**src/rtl/spi_slave_mlf.sv**
```systemverilog
// SPI peripheral (slave) with oversampled SCLK/CS_n/MOSI, an 8-bit RX
// deserialiser, a one-deep TX holding register feeding MISO, and a per-frame
// byte counter that saturates at MAX_BYTES_PER_CS.
module spi_slave_mlf #(
    parameter int         SPI_MODE         = 0,
    parameter int         MAX_BYTES_PER_CS = 2,
    parameter logic [7:0] IDLE_TX_BYTE     = 8'h00
) (
    input  logic                                  i_clk,
    input  logic                                  i_rst,
    input  logic [7:0]                            i_TX_Byte,
    input  logic                                  i_TX_DV,
    output logic                                  o_TX_Ready,
    output logic                                  o_RX_DV,
    output logic [7:0]                            o_RX_Byte,
    output logic [$clog2(MAX_BYTES_PER_CS+1)-1:0] o_RX_count,
    output logic                                  o_TX_Underrun,
    input  logic                                  i_SPI_clk,
    input  logic                                  i_SPI_MOSI,
    input  logic                                  i_SPI_CS_n,
    output logic                                  o_SPI_MISO,
    output logic                                  o_SPI_MISO_en
);

    localparam int               CNT_W     = $clog2(MAX_BYTES_PER_CS + 1);
    localparam logic [1:0]       MODE_BITS = 2'(SPI_MODE);
    localparam logic             CPOL      = MODE_BITS[1];
    localparam logic             CPHA      = MODE_BITS[0];
    localparam logic [CNT_W-1:0] CNT_MAX   = CNT_W'(MAX_BYTES_PER_CS);

    typedef enum logic [1:0] {
        ST_IDLE   = 2'd0,
        ST_LOAD   = 2'd1,
        ST_ACTIVE = 2'd2
    } state_t;

    state_t      state_r;
    state_t      state_s;

    logic        sclk_meta_r, sclk_sync_r, sclk_prev_r;
    logic        cs_meta_r, cs_sync_r, cs_prev_r;
    logic        mosi_meta_r, mosi_sync_r;

    logic        sclk_rise_s, sclk_fall_s, lead_s, trail_s;
    logic        sample_s, shift_s, cs_fall_s;
    logic        start_s, stop_s, load_s, accept_s;
    logic [7:0]  load_byte_s;

    logic [7:0]  hold_r;
    logic [7:0]  tx_shift_r;
    logic [7:0]  rx_shift_r;
    logic [2:0]  bit_cnt_r;
    logic        load_pend_r;
    logic        underrun_pend_r;

    // Bring SCLK, CS_n and MOSI into the i_clk domain; third flop for edge detect.
    always_ff @(posedge i_clk or posedge i_rst) begin
        if (i_rst) begin
            sclk_meta_r <= CPOL;
            sclk_sync_r <= CPOL;
            sclk_prev_r <= CPOL;
            cs_meta_r   <= 1'b1;
            cs_sync_r   <= 1'b1;
            cs_prev_r   <= 1'b1;
            mosi_meta_r <= 1'b0;
            mosi_sync_r <= 1'b0;
        end else begin
            sclk_meta_r <= i_SPI_clk;
            sclk_sync_r <= sclk_meta_r;
            sclk_prev_r <= sclk_sync_r;
            cs_meta_r   <= i_SPI_CS_n;
            cs_sync_r   <= cs_meta_r;
            cs_prev_r   <= cs_sync_r;
            mosi_meta_r <= i_SPI_MOSI;
            mosi_sync_r <= mosi_meta_r;
        end
    end

    // Translate raw SCLK edges into sample/shift strobes for the configured mode.
    always_comb begin
        sclk_rise_s = sclk_sync_r & ~sclk_prev_r;
        sclk_fall_s = ~sclk_sync_r & sclk_prev_r;
        cs_fall_s   = cs_prev_r & ~cs_sync_r;
        lead_s      = 1'b0;
        trail_s     = 1'b0;
        sample_s    = 1'b0;
        shift_s     = 1'b0;
        if (CPOL) begin
            lead_s  = sclk_fall_s;
            trail_s = sclk_rise_s;
        end else begin
            lead_s  = sclk_rise_s;
            trail_s = sclk_fall_s;
        end
        if ((state_r == ST_ACTIVE) && !cs_sync_r) begin
            if (CPHA) begin
                sample_s = trail_s;
                shift_s  = lead_s;
            end else begin
                sample_s = lead_s;
                shift_s  = trail_s;
            end
        end else begin
            sample_s = 1'b0;
            shift_s  = 1'b0;
        end
    end

    // Frame sequencing: next state plus start/stop/load strobes.
    always_comb begin
        state_s = state_r;
        start_s = 1'b0;
        stop_s  = 1'b0;
        load_s  = 1'b0;
        case (state_r)
            ST_IDLE: begin
                if (cs_fall_s) begin
                    start_s = 1'b1;
                    state_s = ST_LOAD;
                end else begin
                    state_s = ST_IDLE;
                end
            end
            ST_LOAD: begin
                load_s = 1'b1;
                if (cs_sync_r) begin
                    stop_s  = 1'b1;
                    state_s = ST_IDLE;
                end else begin
                    state_s = ST_ACTIVE;
                end
            end
            ST_ACTIVE: begin
                if (cs_sync_r) begin
                    stop_s  = 1'b1;
                    state_s = ST_IDLE;
                end else if (shift_s && load_pend_r) begin
                    // Next byte is loaded on the shift edge after the last sample,
                    // so bit 0 of the finished byte stays on MISO through its sample.
                    load_s  = 1'b1;
                    state_s = ST_ACTIVE;
                end else begin
                    state_s = ST_ACTIVE;
                end
            end
            default: begin
                state_s = ST_IDLE;
            end
        endcase
    end

    // Byte handed to the TX shifter on a load: holding contents or the idle filler.
    always_comb begin
        load_byte_s = IDLE_TX_BYTE;
        accept_s    = i_TX_DV & o_TX_Ready;
        if (o_TX_Ready) begin
            load_byte_s = IDLE_TX_BYTE;
        end else begin
            load_byte_s = hold_r;
        end
    end

    // FSM state register.
    always_ff @(posedge i_clk or posedge i_rst) begin
        if (i_rst) begin
            state_r <= ST_IDLE;
        end else begin
            state_r <= state_s;
        end
    end

    // TX holding register; a load always takes the old contents, a same-cycle strobe refills it.
    always_ff @(posedge i_clk or posedge i_rst) begin
        if (i_rst) begin
            hold_r     <= 8'h00;
            o_TX_Ready <= 1'b1;
        end else if (accept_s) begin
            hold_r     <= i_TX_Byte;
            o_TX_Ready <= 1'b0;
        end else if (load_s) begin
            o_TX_Ready <= 1'b1;
        end
    end

    // TX shifter and MISO; an empty-holding load is flagged and reported when its first bit is sampled.
    always_ff @(posedge i_clk or posedge i_rst) begin
        if (i_rst) begin
            tx_shift_r      <= 8'h00;
            o_SPI_MISO      <= 1'b0;
            underrun_pend_r <= 1'b0;
            o_TX_Underrun   <= 1'b0;
        end else begin
            o_TX_Underrun <= 1'b0;
            if (stop_s) begin
                o_SPI_MISO      <= 1'b0;
                underrun_pend_r <= 1'b0;
            end else if (load_s) begin
                underrun_pend_r <= o_TX_Ready;
                if ((state_r == ST_ACTIVE) || (CPHA == 1'b0)) begin
                    o_SPI_MISO <= load_byte_s[7];
                    tx_shift_r <= {load_byte_s[6:0], 1'b0};
                end else begin
                    // CPHA=1 first byte: MSB appears at the first leading edge.
                    tx_shift_r <= load_byte_s;
                end
            end else if (shift_s) begin
                o_SPI_MISO <= tx_shift_r[7];
                tx_shift_r <= {tx_shift_r[6:0], 1'b0};
            end else if (sample_s && underrun_pend_r && (bit_cnt_r == 3'd0)) begin
                o_TX_Underrun   <= 1'b1;
                underrun_pend_r <= 1'b0;
            end
        end
    end

    // RX deserialiser, byte strobe and per-frame byte counter.
    always_ff @(posedge i_clk or posedge i_rst) begin
        if (i_rst) begin
            rx_shift_r  <= 8'h00;
            bit_cnt_r   <= 3'd0;
            o_RX_Byte   <= 8'h00;
            o_RX_DV     <= 1'b0;
            o_RX_count  <= '0;
            load_pend_r <= 1'b0;
        end else begin
            o_RX_DV <= 1'b0;
            if (start_s) begin
                rx_shift_r  <= 8'h00;
                bit_cnt_r   <= 3'd0;
                o_RX_count  <= '0;
                load_pend_r <= 1'b0;
            end else if (sample_s) begin
                rx_shift_r <= {rx_shift_r[6:0], mosi_sync_r};
                bit_cnt_r  <= bit_cnt_r + 3'd1;
                if (bit_cnt_r == 3'd7) begin
                    o_RX_Byte   <= {rx_shift_r[6:0], mosi_sync_r};
                    o_RX_DV     <= 1'b1;
                    load_pend_r <= 1'b1;
                    if (o_RX_count != CNT_MAX) begin
                        o_RX_count <= o_RX_count + CNT_W'(1'b1);
                    end
                end
            end else if (load_s) begin
                load_pend_r <= 1'b0;
            end
        end
    end

    // MISO output enable follows the synchronised chip select.
    always_ff @(posedge i_clk or posedge i_rst) begin
        if (i_rst) begin
            o_SPI_MISO_en <= 1'b0;
        end else if (start_s) begin
            o_SPI_MISO_en <= 1'b1;
        end else if (stop_s) begin
            o_SPI_MISO_en <= 1'b0;
        end
    end

endmodule

```
**config.mk**
```make
export PLATFORM = sky130hd
export DESIGN_NAME = spi_slave_mlf
export DESIGN_NICKNAME = d
export VERILOG_FILES = /design/src/rtl/spi_slave_mlf.sv
export SDC_FILE = /design/constraint.sdc
export NUM_CORES = 1
export LEC_CHECK = 0
export ABC_CLOCK_PERIOD_IN_PS = 2200
export CELL_PAD_IN_SITES_DETAIL_PLACEMENT = 1
export CELL_PAD_IN_SITES_GLOBAL_PLACEMENT = 1
export CORE_UTILIZATION = 30
export CTS_CLUSTER_SIZE = 30
export DETAILED_ROUTE_END_ITERATION = 16
export PLACE_DENSITY = 0.55
export SLEW_MARGIN = 15
export SYNTH_ARGS = -nofsm -noshare
export SYNTH_HDL_FRONTEND = slang
export SYNTH_SLANG_ARGS = --single-unit
```
**constraint.sdc**
```tcl
create_clock -name i_clk -period 2.2 [get_ports i_clk]
set_clock_uncertainty 0.05 [all_clocks]
set_input_delay 0.33 -clock i_clk [delete_from_list [all_inputs] [get_ports i_clk]]
set_output_delay 0.33 -clock i_clk [all_outputs]
set_load 0.02 [all_outputs]
```
==> key figures <==
Status
  • Status: complete, no violations

Synth
  • Yosys cell types: 32
  • Sequential area share after synthesis: 0.589
  • Mux cell area share after synthesis: 0.113
  • Syn Inst Count: roughly 180
  • Mapped Avg Cell Area: between 10 and 15 um^2
  • Largest family of logic cells by synthesized area: simple AND/OR/NAND/NOR gates
  • Compound-Gate Fraction of Synth Area: 0.0733
  • Yosys reg bits: between 50 and 60
  • Yosys warning total: 0
  • Post-synth EDFFs: 0
  • Synth Area in Adders: 0.0451
  • Top_reg_cell synth: dfrtp_1
  • Syn Nets: around 200
  • Share of flip-flops with an asynchronous set or reset: 1.00
  • Cell area after synthesis: 2220 um^2
  • Synth Area in XOR/XNOR: 0.00395
  • Simple-Gate Fraction of Synth Area: 0.141

Clock tree
  • Clock root cell: clkbuf_8
  • TritonCTS Sinks: between 50 and 60
  • Hold Buf Count CTS: 0
  • Postcts setup bufs: 0
  • Worst-path clk slew: ~100 ps
  • PostCTS Resize Cnt: 0
  • Clock tree buffer depth: 2
  • Worst skew pair latency: between 300 and 400 ps
  • CTS tree: built
  • H-tree depth: 2
  • CTS buffer count: 5

Setup path
  • Slowest CP cell: dfstp_2
  • RR Startpoint: state_r[0]
  • Worst r2r dst: tx_shift_r[4]
  • Critical path's top delay family: flip-flops
  • CP Class: reg -> out
  • Crit start category: flip-flop
  • CP bufs+invs: 1
  • Worst endpoint required time: 1820 ps
  • Worst r2r path cells: 5
  • Crit. Startpoint: o_TX_Ready
  • CP Max Fanout: 12
  • CP peak stage delay: about 690 ps
  • Crit path cell chain: clkdlybuf4s50_1
  • Endpoint class of the critical path: output pin
  • Data arrival, critical path: 1660 ps
  • Setup slack, reg-to-reg: 300 ps

Placement
  • GP Congestion: approximately 0.72
  • Pre-CTS setup slack: 273 ps
  • Detailed placement HPWL: 3180 um
  • Port Buffers: 28

Layout
  • Footprint of the multi-input gates: roughly 830 um^2
  • Post-layout util: 0.386
  • Antenna cells: 0
  • Area growth, synth to finish: 21.4%
  • Fillers: between 700 and 800
  • Layout cells sized above 1: 0.173
  • Final net count: roughly 240
  • Reg area: ~1300 um^2

Die
  • Die Ht: approximately 88 um
  • FP Rows: 30
  • Initial Utilization: 0.318
  • Core area: 6980 um^2
  • Die Area: 7750 um^2
  • Num ports: 29
  • Die width: between 80 and 90 um

STA
  • Setup Total Neg Slack: 0 ps
  • Slew Limit Headroom: 0.573
  • Final Critical Period: roughly 2000 ps
  • Final slew viol count: 0
  • Final Hold Viols: 0
  • Final worst path period share: 0.927
  • Final setup viols: 0
  • Slew @ Worst Pin: between 600 and 700 ps
  • Setup WS post-layout: 160 ps
  • Fmax achieved: 490 MHz
  • RSZ-0062 raised after global routing: false

Route
  • Detailed Route WL: roughly 4500 um
  • Drt first pass iters: 2
  • Avg WL per Cell: between 10 and 15 um
  • DR vias: 1396
  • Detail Route Antenna Nets: 0
  • Vias per inst: between 4 and 5
  • DRT iter0 DRCs: 37
  • DRC viols: 0

Global routing
  • Total grt overflow: 0
  • Total GRT Usage: 0.131
  • Number of global-route vias before repair: about 1500
  • First-pass GRT wire length: 7510 um
  • Largest net degree at the start of global routing: 28
  • Initial antenna violation count: 0

Hold path
  • Min-Delay Startpoint: sclk_meta_r
  • Classification of the worst-slack hold path: reg -> reg
  • Worst Hold End: sclk_sync_r
  • Hold Path Cell Cnt: 0

Power
  • Worst VDD drop: approximately 480 uV
  • Lkg Pwr: 0.00114 uW
  • P per Cell Area: 790 nW/um^2

Job
  • Max Cap Viol: 0
-- worst max path at each step --
stage	to	slack (ps)	depth (start not counted)
after floorplan	o_SPI_MISO	550	7
after global routing	o_TX_Ready	100	1
after global placement	tx_shift_r[5]	360	5
final	o_TX_Ready	160	1
after CTS	o_TX_Ready	140	1
after detailed placement	tx_shift_r[4]	270	5
-- metrics by stage --
stage | cell area (um^2) | hold WS, ps | power (uW) | instances
after floorplan | 2220 | 281 | 1450 | 182
after global placement | 2610 | 284 | 1560 | 302
after detailed placement | 2610 | 286 | 1600 | 302
after CTS | 2700 | 311 | 2160 | 310
after global routing | 2700 | 326 | 2250 | 310
final | 2700 | 312 | 2130 | 310
-- worst reg2reg max path: cells and delay by family, from the launching register on --
family,cells,cell delay (ps)
buffers and inverters,1,70
AO/OA/AOI/OAI,2,670
adder cells (fa/ha/maj),1,390
flip-flops,1,390
AND/OR/NAND/NOR,1,200
-- cell usage in the layout, fill, tap and decap left out, drive strengths merged, types with 2 or more instances in the layout --
| cell type | n |
|---|---|
| a21oi | 11 |
| and4bb | 2 |
| buf | 3 |
| clkbuf | 6 |
| clkdlybuf4s50 | 28 |
| dfrtp | 48 |
| dfstp | 4 |
| ha | 8 |
| inv | 8 |
| mux2 | 16 |
| mux2i | 7 |
| nand2 | 33 |
| nand3b | 3 |
| nand4bb | 2 |
| nor2 | 4 |
| nor2b | 8 |
| o21a | 2 |
| o21ai | 8 |
-- power breakdown --
| group | switching [uW] | internal, uW |
|---|---|---|
| registers | 97.9 | 1090 |
| logic | 170 | 212 |
| clock network | 332 | 227 |
| total | 600 | 1530 |
-- cells by family (layout without fill, tap and decap cells) --
| logic type | Yosys count | count (layout) |
|---|---|---|
| buf+inv | 15 | 47 |
| flops | 52 | 52 |
| xor+xnor | 1 | 1 |
| compound gates | 26 | 26 |
| mux | 23 | 23 |
| fa+ha+maj | 8 | 8 |
| simple gates | 57 | 57 |
-- state kept, by name (all words and copies together), names as in the netlist, 2 cells and up --
register / cells
state_r: 2
bit_cnt_r: 3
tx_shift_r: 7
hold_r: 8
o_RX_count: 2
rx_shift_r: 7
o_RX_Byte: 8
-- cell usage after synthesis (3+ instances only) --
master / n / share of area
nor2b_1: 8 / 0.023
ha_1: 8 / 0.045
mux2i_1: 7 / 0.032
a21oi_1: 10 / 0.023
nand3b_1: 3 / 0.010
buf_2: 3 / 0.0068
dfrtp_1: 48 / 0.54
inv_1: 8 / 0.014
nand2_1: 33 / 0.056
mux2_2: 16 / 0.081
nor2_1: 4 / 0.0068
dfstp_2: 4 / 0.047
o21ai_1: 8 / 0.018
-- routing by layer --
metal	track usage	vias up	part of all wire
li1	-	670	-
met1	0.174	697	0.49
met2	0.204	22	0.46
met3	0.0339	7	0.034
met4	0.0528	0	0.016
met5	0	-	0
-- cell type report --
| class | count | area share |
|---|---|---|
| clock buffers | 6 | 0.0269 |
| clock inverters | 2 | 0.00604 |
| inverters | 8 | 0.0111 |
| multi-input cells | 115 | 0.310 |
| flip-flops and latches | 52 | 0.485 |
| well taps | 96 | 0.0446 |
| repair buffers | 31 | 0.117 |
(Power assumes the default switching activity.)
